$ cat config.mk
export PLATFORM = sky130hd
export DESIGN_NAME = key_mode_ctrl
export DESIGN_NICKNAME = d
export VERILOG_FILES = /design/src/rtl/dds_pkg.sv /design/src/rtl/key_debounce.sv /design/src/rtl/key_mode_ctrl.sv
export SDC_FILE = /design/constraint.sdc
export NUM_CORES = 1
export LEC_CHECK = 0
export ABC_AREA = 1
export CAP_MARGIN = 20
export CORE_ASPECT_RATIO = 0.6
export CORE_UTILIZATION = 40
export CTS_BUF_LIST = sky130_fd_sc_hd__clkbuf_4
export CTS_CLUSTER_DIAMETER = 200
export DETAILED_ROUTE_END_ITERATION = 6
export HOLD_SLACK_MARGIN = 0.1
export PLACE_DENSITY = 0.59
export SYNTH_ARGS = -nofsm -noshare
export SYNTH_HDL_FRONTEND = slang
export SYNTH_SLANG_ARGS = --single-unit
$ cat constraint.sdc
create_clock -name clk -period 1.73 [get_ports clk]
set_input_delay 0.4325 -clock clk [delete_from_list [all_inputs] [get_ports clk]]
set_output_delay 0.4325 -clock clk [all_outputs]
set_load 0.02 [all_outputs]
$ cat src/rtl/dds_pkg.sv
// Shared types for the DDS front-end: modulation modes,
// debounce FSM states and 40 MHz debounce defaults.
package dds_pkg;

  localparam int DEBOUNCE_CYC_40M = 800000;
  localparam int CNT_W_40M        = 20;

  typedef enum logic [1:0] {
    MODE_IDLE = 2'd0,
    MODE_ASK  = 2'd1,
    MODE_FSK  = 2'd2,
    MODE_PSK  = 2'd3
  } mode_e;

  typedef enum logic [1:0] {
    DB_RELEASED     = 2'd0,
    DB_PRESS_WAIT   = 2'd1,
    DB_PRESSED      = 2'd2,
    DB_RELEASE_WAIT = 2'd3
  } db_state_e;

  // Lowest key index wins when presses coincide.
  function automatic mode_e key_to_mode(
    input logic [2:0] p
  );
    mode_e m;
    m = MODE_IDLE;
    priority case (1'b1)
      p[0]:    m = MODE_ASK;
      p[1]:    m = MODE_FSK;
      p[2]:    m = MODE_PSK;
      default: m = MODE_IDLE;
    endcase
    return m;
  endfunction

endpackage

$ cat src/rtl/key_debounce.sv
// One active-low button: two-flop synchroniser,
// four-state debounce FSM and a one-cycle press pulse.
module key_debounce
  import dds_pkg::*;
#(
  parameter int DEBOUNCE_CYC = DEBOUNCE_CYC_40M,
  parameter int CNT_W        = CNT_W_40M
) (
  input  logic clk,
  input  logic rst_n,
  input  logic key_n,
  output logic pulse
);

  localparam logic [CNT_W-1:0] CNT_MAX =
    CNT_W'(DEBOUNCE_CYC - 1);

  logic [1:0]       sync_q, sync_d;
  logic             key_s;
  db_state_e        state_q, state_d;
  logic [CNT_W-1:0] cnt_q, cnt_d;
  logic             pulse_q, pulse_d;
  logic             cnt_done;

  assign sync_d   = {sync_q[0], key_n};
  assign key_s    = sync_q[1];
  assign cnt_done = (cnt_q == CNT_MAX);

  always_ff @(posedge clk or negedge rst_n) begin
    if (!rst_n) begin
      sync_q  <= 2'b11;
      state_q <= DB_RELEASED;
      cnt_q   <= '0;
      pulse_q <= 1'b0;
    end else begin
      sync_q  <= sync_d;
      state_q <= state_d;
      cnt_q   <= cnt_d;
      pulse_q <= pulse_d;
    end
  end

  // The counter only runs in the wait states and is
  // cleared on every entry, so it never wraps.
  always_comb begin
    state_d = state_q;
    cnt_d   = cnt_q;
    unique case (state_q)
      DB_RELEASED: begin
        if (!key_s) begin
          state_d = DB_PRESS_WAIT;
          cnt_d   = '0;
        end
      end
      DB_PRESS_WAIT: begin
        if (key_s) begin
          state_d = DB_RELEASED;
        end else if (cnt_done) begin
          state_d = DB_PRESSED;
        end else begin
          cnt_d = cnt_q + 1'b1;
        end
      end
      DB_PRESSED: begin
        if (key_s) begin
          state_d = DB_RELEASE_WAIT;
          cnt_d   = '0;
        end
      end
      DB_RELEASE_WAIT: begin
        if (!key_s) begin
          state_d = DB_PRESSED;
        end else if (cnt_done) begin
          state_d = DB_RELEASED;
        end else begin
          cnt_d = cnt_q + 1'b1;
        end
      end
      default: begin
        state_d = DB_RELEASED;
        cnt_d   = '0;
      end
    endcase
  end

  always_comb begin
    pulse_d = 1'b0;
    if (state_q == DB_PRESS_WAIT &&
        !key_s && cnt_done) begin
      pulse_d = 1'b1;
    end
  end

  assign pulse = pulse_q;

endmodule

$ cat src/rtl/key_mode_ctrl.sv
// Button front-end: three debouncers, priority pick
// and the registered modulation mode with change strobe.
module key_mode_ctrl
  import dds_pkg::*;
#(
  parameter int DEBOUNCE_CYC = DEBOUNCE_CYC_40M,
  parameter int CNT_W        = CNT_W_40M
) (
  input  logic       clk,
  input  logic       rst,
  input  logic [2:0] key,
  output logic [2:0] key_pulse,
  output logic [1:0] mode,
  output logic       mode_chg
);

  logic [2:0] pulse_w;
  mode_e      mode_q, mode_d;
  mode_e      sel;
  logic       chg_q, chg_d;

  for (genvar i = 0; i < 3; i++) begin : g_key
    key_debounce #(
      .DEBOUNCE_CYC (DEBOUNCE_CYC),
      .CNT_W        (CNT_W)
    ) u_db (
      .clk   (clk),
      .rst_n (rst),
      .key_n (key[i]),
      .pulse (pulse_w[i])
    );
  end

  assign sel = key_to_mode(pulse_w);

  always_comb begin
    mode_d = mode_q;
    chg_d  = 1'b0;
    if (|pulse_w) begin
      mode_d = sel;
      chg_d  = (sel != mode_q);
    end
  end

  always_ff @(posedge clk or negedge rst) begin
    if (!rst) begin
      mode_q <= MODE_IDLE;
      chg_q  <= 1'b0;
    end else begin
      mode_q <= mode_d;
      chg_q  <= chg_d;
    end
  end

  assign key_pulse = pulse_w;
  assign mode      = mode_q;
  assign mode_chg  = chg_q;

endmodule

Word-level counts from Yosys, hierarchy flattened
Cells that the tools add are included.
Widths: inputs -> output; s select.

storage, ports and cells
  bits in registers = 78
  logic and storage cells = 113
  bits of input ports = 5
  output and inout bits = 6

operators by class
  add/sub/neg operators = 3
  reduce and logical (&&, ||, !) cells = 19
  mux-type cells = 46
  equality and inequality tests = 31

operator list
  operator               count
  $mux 20                15
  $pmux 20 s4            3
  $add 20x1->20 const B  3
  $eq 20x20->1 const B   3
  $mux 2                 21
  $pmux 2 s4             3
  $reduce_and 4->1       6
  $eq 2x2->1 const B     6
  $ne 2x1->1 const B     6
  $ne 2x2->1 const B     6
  $ne 3x1->1 const B     3
  $ne 3x3->1 const B     3
  $eq 2x1->1 const B     3
  $logic_and 1x1->1      6
  $logic_not 2->1        3
  $mux 1                 4
  $logic_not 1->1        3
  $reduce_or 3->1        1
  $ne 2x2->1             1

Logic depth before layout (Yosys ltp)
Gate-level depths: netlist of run 1.

  depth after elaboration = 5
  mapped depth = 11
  gate-level depth less buffers = 10

By module
From an unflattened synthesis of run 1, not the netlist that was laid out.

unflattened totals
  cells, all modules = 657
  area, all modules = 4922.2 um2

by module, submodules not included
  module         times used  seq. area each (um2)  cells an instance  area each (um2)
  key_debounce   3           628.1                 212                1587.8
  key_mode_ctrl  1           75.1                  21                 158.9

Least setup slack after synthesis of run 1
Ideal clock, no wire load.

  path kind = flip-flop to flip-flop
  start = register g_key[1].u_db.cnt_q[0]
  end = register g_key[1].u_db.cnt_q[11]
  arrival = 1.439 ns
  period minus slack after synthesis = 1.566 ns
  setup slack = 0.164 ns
  buffers on the path = 2
  stages on the path, launching flop included = 12
  required time = 1.603 ns
  setup time = 0.127 ns
  cells stage by stage = dfrtp_1 > ha_1 > buf_2 > nand2_1 > nor2_1 > nand2_1 > inv_2 > nand3_4 > nand2_4 > buf_6 > nand2_1 > o21ai_0

between the ends
  cells in the longest elaborated chain, start to end = 4
  elaborated cells on any way between the ends = 6
  classes of those cells = 1 x add/sub; 1 x eq/ne; 4 x mux

ends and longest elaborated chain
  item                                                  line                                                        source
  from (decl)                                           key_debounce.sv:21                                          logic [CNT_W-1:0] cnt_q, cnt_d;
  from (signal assigned)                                key_debounce.sv:38                                          cnt_q <= cnt_d;
  $add 20x1->20 / $eq 20x20->1 (equally long branches)  key_debounce.sv:61, key_debounce.sv:76, key_debounce.sv:27
  $mux 20 (*)                                           key_debounce.sv:58, key_debounce.sv:73
  $mux 20, on equally long branches                     key_debounce.sv:71, key_debounce.sv:56
  $pmux 20 s4 (*)                                       key_debounce.sv:48                                          unique case (state_q)

Every way passes the cells marked *; elsewhere a longest branch is shown, timed or not. The select of a mux whose other input is x is not followed.
A chain may end at the register's enable or synchronous reset.

Worst setup path after layout of run 1
  start = register g_key[0].u_db.cnt_q[1]
  end = register g_key[0].u_db.cnt_q[15]

between the ends
  cells in the longest elaborated chain, start to end = 4
  elaborated cells on any way between the ends = 6
  classes of those cells = 1 x add/sub; 1 x eq/ne; 4 x mux

ends and longest elaborated chain
  item                                                  line
  from (decl)                                           key_debounce.sv:21
  from (signal assigned)                                key_debounce.sv:38
  $add 20x1->20 / $eq 20x20->1 (equally long branches)  key_debounce.sv:61, key_debounce.sv:76, key_debounce.sv:27
  $mux 20 (*)                                           key_debounce.sv:58, key_debounce.sv:73
  $mux 20, on equally long branches                     key_debounce.sv:71, key_debounce.sv:56
  $pmux 20 s4 (*)                                       key_debounce.sv:48

Marks and branches as above.

==> metrics.md, run 1 <==
| Metric | Value |
|---|---|
| Slew @ Worst Pin | `0.559 ns` |
| Final HPWL DP | `7940 µm` |
| Vias in the first global route | `roughly 3700` |
| Register bit total from synthesis | `78` |
| Latest clock arrival within the worst-skew pair | `between 0.4 and 0.5 ns` |
| Switching power | `~1 mW` |
| Max VDD drop | `0.373 mV` |
| Clk buf depth | `2` |
| Crit path capture type | `flop` |
| Syn Nets | `about 640` |
| Initial antenna violation count | `0` |
| Final-report setup violation count | `1` |
| # clock sinks | `slightly below 80` |
| Via/cell ratio | `a little over 5` |
| Setup TNS | `-0.000503 ns` |
| Clk pwr share | `0.328` |
| Max-cap violations | `0` |
| Die height | `around 85 µm` |
| Finished Layout Cells | `815` |
| Critical path required time | `2.08 ns` |
| Post-route ant nets | `0` |
| Final min period | `approximately 1.7 ns` |
| Logic pwr share | `0.097` |
| Layout Nets | `between 600 and 700` |
| Port buffer count | `10` |
| Share of cells above drive strength 1 | `0.145` |
| Drt wl/cell | `13.7 µm` |
| Synthesis Warnings | `0` |
| Tcrit/Tclk final | `1.00` |
| Site row count | `29` |
| Total routed wirelength | `11100 µm` |
| Most frequent cells in the layout | `nand2_1 (202), nor2_1 (75), dfrtp_1 (72), nand3_1 (55), inv_1 (49)` |
| GPL Wtd Cong | `between 0.9 and 1` |
| Drt drc | `0` |
| Drt pass-1 iters | `5` |
| Multiplexer share of the synthesized area | `0` |
| Pleak | `2.23 nW` |
| First-pass GRT wire length | `roughly 18000 µm` |
| Adder-cell share of the synthesized area | `0.00819` |
| CTS tree | `yes` |
| Worst Path Arrival | `about 2.1 ns` |
| Setup CP Type | `flop to flop` |
| Area Growth Syn to Fin | `14.5%` |
| Ant diodes | `0` |
| Effective utilization at floorplan | `0.423` |
| Drt first-iter violations | `roughly 380` |
| Slew Limit Fails | `0` |
| Switching Share | `0.298` |
| Post-synthesis compound-gate area fraction | `0.0857` |
| Max FO, Critical Path | `7` |
| CTS buffer count | `9` |
| Slew HR | `0.627` |
| RSZ-0062 raised after global routing | `true` |
| Root Buffer | `clkbuf_4` |
| Max Freq | `approximately 580 MHz` |
| Worst hold path class | `flop to flop` |
| Syn Inst Count | `around 640` |
| Reg power frac | `0.575` |
| XOR/XNOR share of the synthesized area | `0.0344` |
| Failing checks | `setup timing` |
| Total congestion overflow | `0` |
| Largest net degree at the start of global routing | `79` |
| Synth unique cells | `33` |
| Cell Count Post-Placement | `around 790` |
| Core Footprint | `10800 µm²` |
| Post-Syn Area | `4590 µm²` |
| Horizontal die dimension | `between 100 and 150 µm` |
| Clk slew on worst S/H paths | `roughly 0.16 ns` |
| GRT Overall Usage | `0.198` |
| Post-synthesis sequential area ratio | `0.427` |
| Status | `finished with violations` |
| Largest family of logic cells by synthesized area | `simple AND/OR/NAND/NOR gates` |
| Setup Slack @ Placement | `-0.0227 ns` |
| Int Pwr | `approximately 2.3 mW` |
| Top Ports | `11` |
| Most common cell after layout, fill and taps aside | `nand2_1` |
| Clock skew after layout | `between 0.015 and 0.02 ns` |
| Avg Inst Size Synth | `approximately 7 µm²` |
| Post-synth EDFFs | `0` |
| Simple-Gate Fraction of Synth Area | `0.370` |
| Ys flop type | `dfrtp_1` |
| Final WS setup | `-0.000503 ns` |
| FFs w/ async S/R, synth | `1.00` |
| H-tree level count | `3` |
| Critical path startpoint category | `flop` |
| Routed vias | `4173` |
| Hold Violations, Final | `0` |
| Die area | `around 12000 µm²` |
| PD cells | `~630 nW/µm²` |
==> cells in the mapped netlist, types with 2 or more instances <==
cell type / count / area (µm²)
nand2_1: 207 / 777
nor2_1: 80 / 300
dfrtp_1: 72 / 1800
nand3_1: 62 / 310
inv_1: 52 / 195
o21ai_0: 28 / 140
o21ai_1: 24 / 120
nand4_1: 15 / 93.8
o21bai_1: 13 / 97.6
xor2_1: 13 / 114
nor3_1: 7 / 35.0
buf_4: 6 / 45.0
dfstp_2: 6 / 158
inv_2: 6 / 22.5
buf_6: 5 / 56.3
xnor2_1: 5 / 43.8
nand2_2: 4 / 25.0
buf_2: 3 / 15.0
ha_1: 3 / 37.5
nand2_4: 3 / 33.8
nor2_2: 3 / 18.8
a21oi_1: 2 / 10.0
a31oi_1: 2 / 12.5
and2_1: 2 / 12.5
clkbuf_1: 2 / 7.51
nor2_4: 2 / 22.5
o22ai_1: 2 / 12.5
or2_2: 2 / 12.5
==> cells by family (layout without fill, tap and decap cells) <==
family,Yosys count,after routing
adders and majority gates,3,3
xor gates and xnor gates,18,18
buffers and inverters,74,114
AOI/OAI and AO/OA,71,71
DFF,78,78
and+or+nand+nor,392,392
==> per-layer routing <==
layer  GRT usage  vias to the layer above  part of all wire
li1            -                     2114                 -
met1       0.308                     1921              0.53
met2       0.258                      126              0.39
met3      0.0683                       12             0.075
met4      0.0420                        0            0.0062
met5           0                        -                 0
==> final cells by class <==
cell class	count	area (µm²)
Fill cell	1045	5600
Multi-Input combinational cell	484	2390
Sequential cell	78	1960
Timing Repair Buffer	40	374
Inverter	58	224
Tap cell	139	174
Clock buffer	9	67.6
Clock inverter	7	62.6
==> worst max-delay path, cell delays in order, from the launching register on <==
cell	delay (ns)
dfrtp_1	0.43
ha_4	0.16
nand2_4	0.06
nor2_4	0.16
nand2_4	0.09
inv_4	0.09
nand3_4	0.09
nand2_4	0.10
clkinvlp_4	0.22
nand3_2	0.14
nand2_1	0.06
==> power groups by stage <==
stage | logic [mW] | registers (mW) | clock network, mW
final | 0.322 | 1.91 | 1.09
after global routing | 0.361 | 1.91 | 1.21
after CTS | 0.289 | 1.90 | 1.14
after detailed placement | 0.262 | 1.94 | 0
after global placement | 0.261 | 1.94 | 0
after floorplan | 0.142 | 1.93 | 0
==> through the flow <==
stage / hold WS (ns) / power [mW] / cell area [µm²] / utilization
2_1_floorplan: 0.137 / 2.08 / 4590 / -
3_3_place_gp: 0.346 / 2.20 / 4920 / 0.453
3_5_place_dp: 0.347 / 2.20 / 4920 / 0.453
4_1_cts: 0.328 / 3.33 / 5090 / 0.469
5_1_grt: 0.309 / 3.49 / 5250 / 0.484
6_report: 0.359 / 3.32 / 5250 / 0.484
==> sequential cells by signal, summed over array words and instances (netlist names), named ones only <==
register and count:
mode 2, g_key.u_db.sync_q 6, g_key.u_db.pulse 3, mode_chg 1, g_key.u_db.state_q 3, g_key.u_db.cnt_q 60
==> path summary, 6_finish.rpt <==
kind	from	to	slack [ns]	cells past startpoint
worst max-delay path	g_key[0].u_db.cnt_q[1]	g_key[0].u_db.cnt_q[15]	-0.0005	10
worst min-delay path	g_key[2].u_db.sync_q[0]	g_key[2].u_db.sync_q[1]	0.36	0
worst max register to register	g_key[0].u_db.cnt_q[1]	g_key[0].u_db.cnt_q[15]	-0.0005	10
worst min register to register	g_key[2].u_db.sync_q[0]	g_key[2].u_db.sync_q[1]	0.36	0
max in group asynchronous	rst	g_key[2].u_db.sync_q[0]	0.84	3
min in group asynchronous	rst	g_key[1].u_db.cnt_q[14]	0.50	3
==> timing repair <==
item,4_1_cts,5_1_grt
hold buffers,1,0
setup buffers,4,7
endpoints found under the hold margin,72,0
endpoints found under the setup margin,12,42
gates cloned,0,0
gates resized for setup,9,28
pin swaps,1,7
Note: power is estimated with default switching activity, not from simulation.
==> run 2: changes to the inputs <==
PLACE_DENSITY = 0.58   (was 0.59)
SYNTH_HIERARCHICAL = 1   (was default)
==> run 2 against run 1 <==
Effect of this change:
- final cell count increased by 4.8%
- critical path depth decreased by 9
- clock power rose by 15%
- critical endpoint is now key_pulse[0]
- the flow now finishes without violations
- via count rose by 5.7%
- clock-buffer cell count up 1
- fmax rose by 4.6%
- worst setup slack better by 0.076 ns
- largest power group unchanged
==> metrics.md, run 2 <==
| Metric | Value |
|---|---|
| Status | `finished, final reports clean (was finished with violations)` |
| Max FO, Critical Path | `4 (was 7)` |
| Max-cap violations | `0 (unchanged)` |
| Vias in the first global route | `4003 (was 3708)` |
| Effective utilization at floorplan | `0.423 (about the same)` |
| Total routed wirelength | `12500 µm (was 11100 µm)` |
| # clock sinks | `78 (unchanged)` |
| WP buf/inv | `1 (was 2)` |
| Crit path capture type | `primary output (was flop)` |
| CTS tree | `yes (unchanged)` |
| Core Footprint | `11600 µm² (was 10800 µm²)` |
| Routed vias | `4409 (was 4173)` |
| Synthesis Warnings | `6 (was 0)` |
| Post-synthesis sequential area ratio | `0.398 (was 0.427)` |
| First-pass GRT wire length | `20900 µm (was 18500 µm)` |
| Tcrit/Tclk final | `0.956 (was 1.00)` |
| Final-report setup violation count | `0 (was 1)` |
| Slew @ Worst Pin | `0.316 ns (was 0.559 ns)` |
| Yosys top cell by area | `dfrtp_1 (unchanged)` |
| Worst hold path class | `input port to async pin (was flop to flop)` |
| Clk buf depth | `2 (unchanged)` |
| Slew Limit Fails | `0 (unchanged)` |
| Setup CP Type | `flop to primary output (was flop to flop)` |
| Reg power frac | `0.525 (was 0.575)` |
| Max VDD drop | `0.351 mV (was 0.373 mV)` |
| Drt drc | `0 (unchanged)` |
| Final min period | `1.65 ns (was 1.73 ns)` |
| Clk pwr share | `0.337 (was 0.328)` |
| Initial antenna violation count | `0 (unchanged)` |
| Register bit total from synthesis | `78 (unchanged)` |
| Worst stage delay on the critical path | `0.45 ns (was 0.43 ns)` |
| Top Ports | `11 (unchanged)` |
| Critical path required time | `1.30 ns (was 2.08 ns)` |
| Syn Inst Count | `657 (was 636)` |
| Switching power | `1.07 mW (was 0.987 mW)` |
| Clock skew after layout | `0.0237 ns (was 0.0200 ns)` |
| Die area | `12800 µm² (was 11900 µm²)` |
| GRT Overall Usage | `0.212 (was 0.198)` |
| Avg Inst Size Synth | `7.49 µm² (was 7.21 µm²)` |
| Site row count | `30 (was 29)` |
| Most frequent cells in the layout | `nand2_1 (196), nor2_1 (96), dfrtp_1 (69), nand3_1 (58), inv_1 (53) (was nand2_1 (202), nor2_1 (75), dfrtp_1 (72), nand3_1 (55), inv_1 (49))` |
| Pleak | `2.26 nW (was 2.23 nW)` |
| Port buffer count | `10 (unchanged)` |
| Die height | `87.9 µm (was 84.9 µm)` |
| Drt first-iter violations | `490 (was 375)` |
| Worst Path Arrival | `1.22 ns (was 2.08 ns)` |
| FFs w/ async S/R, synth | `1.00 (unchanged)` |
| Post-Syn Area | `4920 µm² (was 4590 µm²)` |
| Largest register FFs | `60 (unchanged)` |
| Critical path startpoint category | `flop (unchanged)` |
| GPL Wtd Cong | `0.921 (was 0.926)` |
| Cell Count Post-Placement | `837 (was 787)` |
| Post-synth top cells | `nand2_1 (196), nor2_1 (98), dfrtp_1 (72) (was nand2_1 (207), nor2_1 (80), dfrtp_1 (72))` |
| Switching Share | `0.288 (was 0.298)` |
| Root Buffer | `clkbuf_4 (unchanged)` |
| Clk slew on worst S/H paths | `0.14 ns (was 0.16 ns)` |
| Slew HR | `0.788 (was 0.627)` |
| Int Pwr | `2.66 mW (was 2.33 mW)` |
| Post-route ant nets | `0 (unchanged)` |
| Max Freq | `604 MHz (was 578 MHz)` |
| Area Growth Syn to Fin | `10.8% (was 14.5%)` |
| Hold Violations, Final | `0 (unchanged)` |
| Most common cell after layout, fill and taps aside | `nand2_1 (unchanged)` |
| Top-count cell post-synth | `nand2_1 (unchanged)` |
| Worst path top cell family by delay | `flip-flops (was simple AND/OR/NAND/NOR gates)` |
| Drt pass-1 iters | `6 (was 5)` |
| Ant diodes | `0 (unchanged)` |
| Synth top area share | `0.366 (was 0.393)` |
| CTS buffer count | `9 (unchanged)` |
| Via/cell ratio | `5.16 (was 5.12)` |
| Crit path cell chain | `clkdlybuf4s15_1 (was ha_4, nand2_4, nor2_4, nand2_4, inv_4, nand3_4, nand2_4, clkinvlp_4, nand3_2, nand2_1)` |
| Ys flop type | `dfrtp_1 (unchanged)` |
| Finished Layout Cells | `854 (was 815)` |
| Syn Nets | `665 (was 644)` |
| Biggest regs | `g_key.u_db/cnt_q x60, g_key.u_db/sync_q x6 (was g_key.u_db.cnt_q x60, g_key.u_db.sync_q x6)` |
| Drt wl/cell | `14.6 µm (was 13.7 µm)` |
| RSZ-0062 raised after global routing | `false (was true)` |
| Synth top area cells | `dfrtp_1 (37%), nand2_1 (15%), nor2_1 (7.5%) (was dfrtp_1 (39%), nand2_1 (17%), nand3_1 (6.8%))` |
| Final HPWL DP | `9490 µm (was 7940 µm)` |
| Logic pwr share | `0.138 (was 0.097)` |
| Synth unique cells | `32 (was 33)` |
| Largest net degree at the start of global routing | `51 (was 79)` |
| Total congestion overflow | `0 (unchanged)` |
| Setup TNS | `0 ns (was -0.000503 ns)` |
| H-tree level count | `3 (unchanged)` |
| Crit-path slowest cell | `dfrtp_1 (unchanged)` |
| Layout Nets | `697 (was 679)` |
| Biggest register | `g_key.u_db/cnt_q (was g_key.u_db.cnt_q)` |
| Share of cells above drive strength 1 | `0.147 (was 0.145)` |
| Post-synth EDFFs | `0 (unchanged)` |
| Horizontal die dimension | `145 µm (was 140 µm)` |
| Latest clock arrival within the worst-skew pair | `0.44 ns (was 0.46 ns)` |
| PD cells | `684 nW/µm² (was 632 nW/µm²)` |
-- run 2: metal layers --
layer  global-route usage  up-vias  routed length, µm
li1                     -     2180                  -
met1                0.342     2063               6950
met2                0.272      158               4490
met3               0.0583        8                971
met4               0.0402        0                 97
met5                    0        -                  0
-- run 2: per-stage QoR --
stage	area (µm²)	hold WS [ns]	power, mW	util	setup slack (ns)
detailed placement	5270	0.292	2.49	0.453	0.114
floorplan	4920	0.137	2.31	-	0.131
finish	5450	0.369	3.73	0.469	0.0755
global route	5450	0.335	3.92	0.469	0.00151
global placement	5270	0.292	2.49	0.453	0.0962
CTS	5430	0.339	3.77	0.467	0.0162
-- run 2: path summary, 6_finish.rpt --
| kind | startpoint | to | slack (ns) | cells after the start |
|---|---|---|---|---|
| min in group clk | g_key[0].u_db/sync_q[0] | g_key[0].u_db/sync_q[1] | 0.37 | 0 |
| setup / recovery | g_key[0].u_db/pulse | key_pulse[0] | 0.08 | 1 |
| hold reg to reg | g_key[0].u_db/sync_q[0] | g_key[0].u_db/sync_q[1] | 0.37 | 0 |
| setup reg to reg | g_key[0].u_db/cnt_q[12] | g_key[0].u_db/cnt_q[16] | 0.14 | 7 |
| max in group asynchronous | rst | g_key[0].u_db/sync_q[0] | 0.80 | 3 |
| hold / removal | rst | g_key[2].u_db/cnt_q[1] | 0.37 | 2 |
-- run 2: repair_timing --
item / 4_1_cts / 5_1_grt
resized for setup: 6 / 10
hold buffers: 1 / 0
buffers inserted: 0 / 0
endpoints found under the setup margin: 6 / 13
hold endpoints to repair: 42 / 0
-- run 2: power by group through the flow --
stage / logic (mW) / clock network [mW] / registers [mW]
finish: 0.516 / 1.25 / 1.96
global route: 0.553 / 1.40 / 1.97
CTS: 0.508 / 1.31 / 1.95
detailed placement: 0.504 / 0 / 1.99
global placement: 0.501 / 0 / 1.98
floorplan: 0.343 / 0 / 1.96
-- run 2: logic make-up (layout without fill, tap and decap cells) --
logic type,after synthesis,count (layout),synth area share
simple gates,419,419,0.393
flops,78,78,0.398
buf+inv,69,106,0.0709
compound gates,58,58,0.0773
xor+xnor,30,30,0.0534
fa+ha+maj,3,3,0.00763
-- run 2: layout make-up --
type / count / area [µm²]
clock buffer: 10 / 75.1
timing repair buffer: 33 / 279
clock inverter: 6 / 85.1
fill: 1191 / 6180
tap: 160 / 200
sequential: 78 / 1960
inverter: 57 / 218
multi-input combinational: 510 / 2630
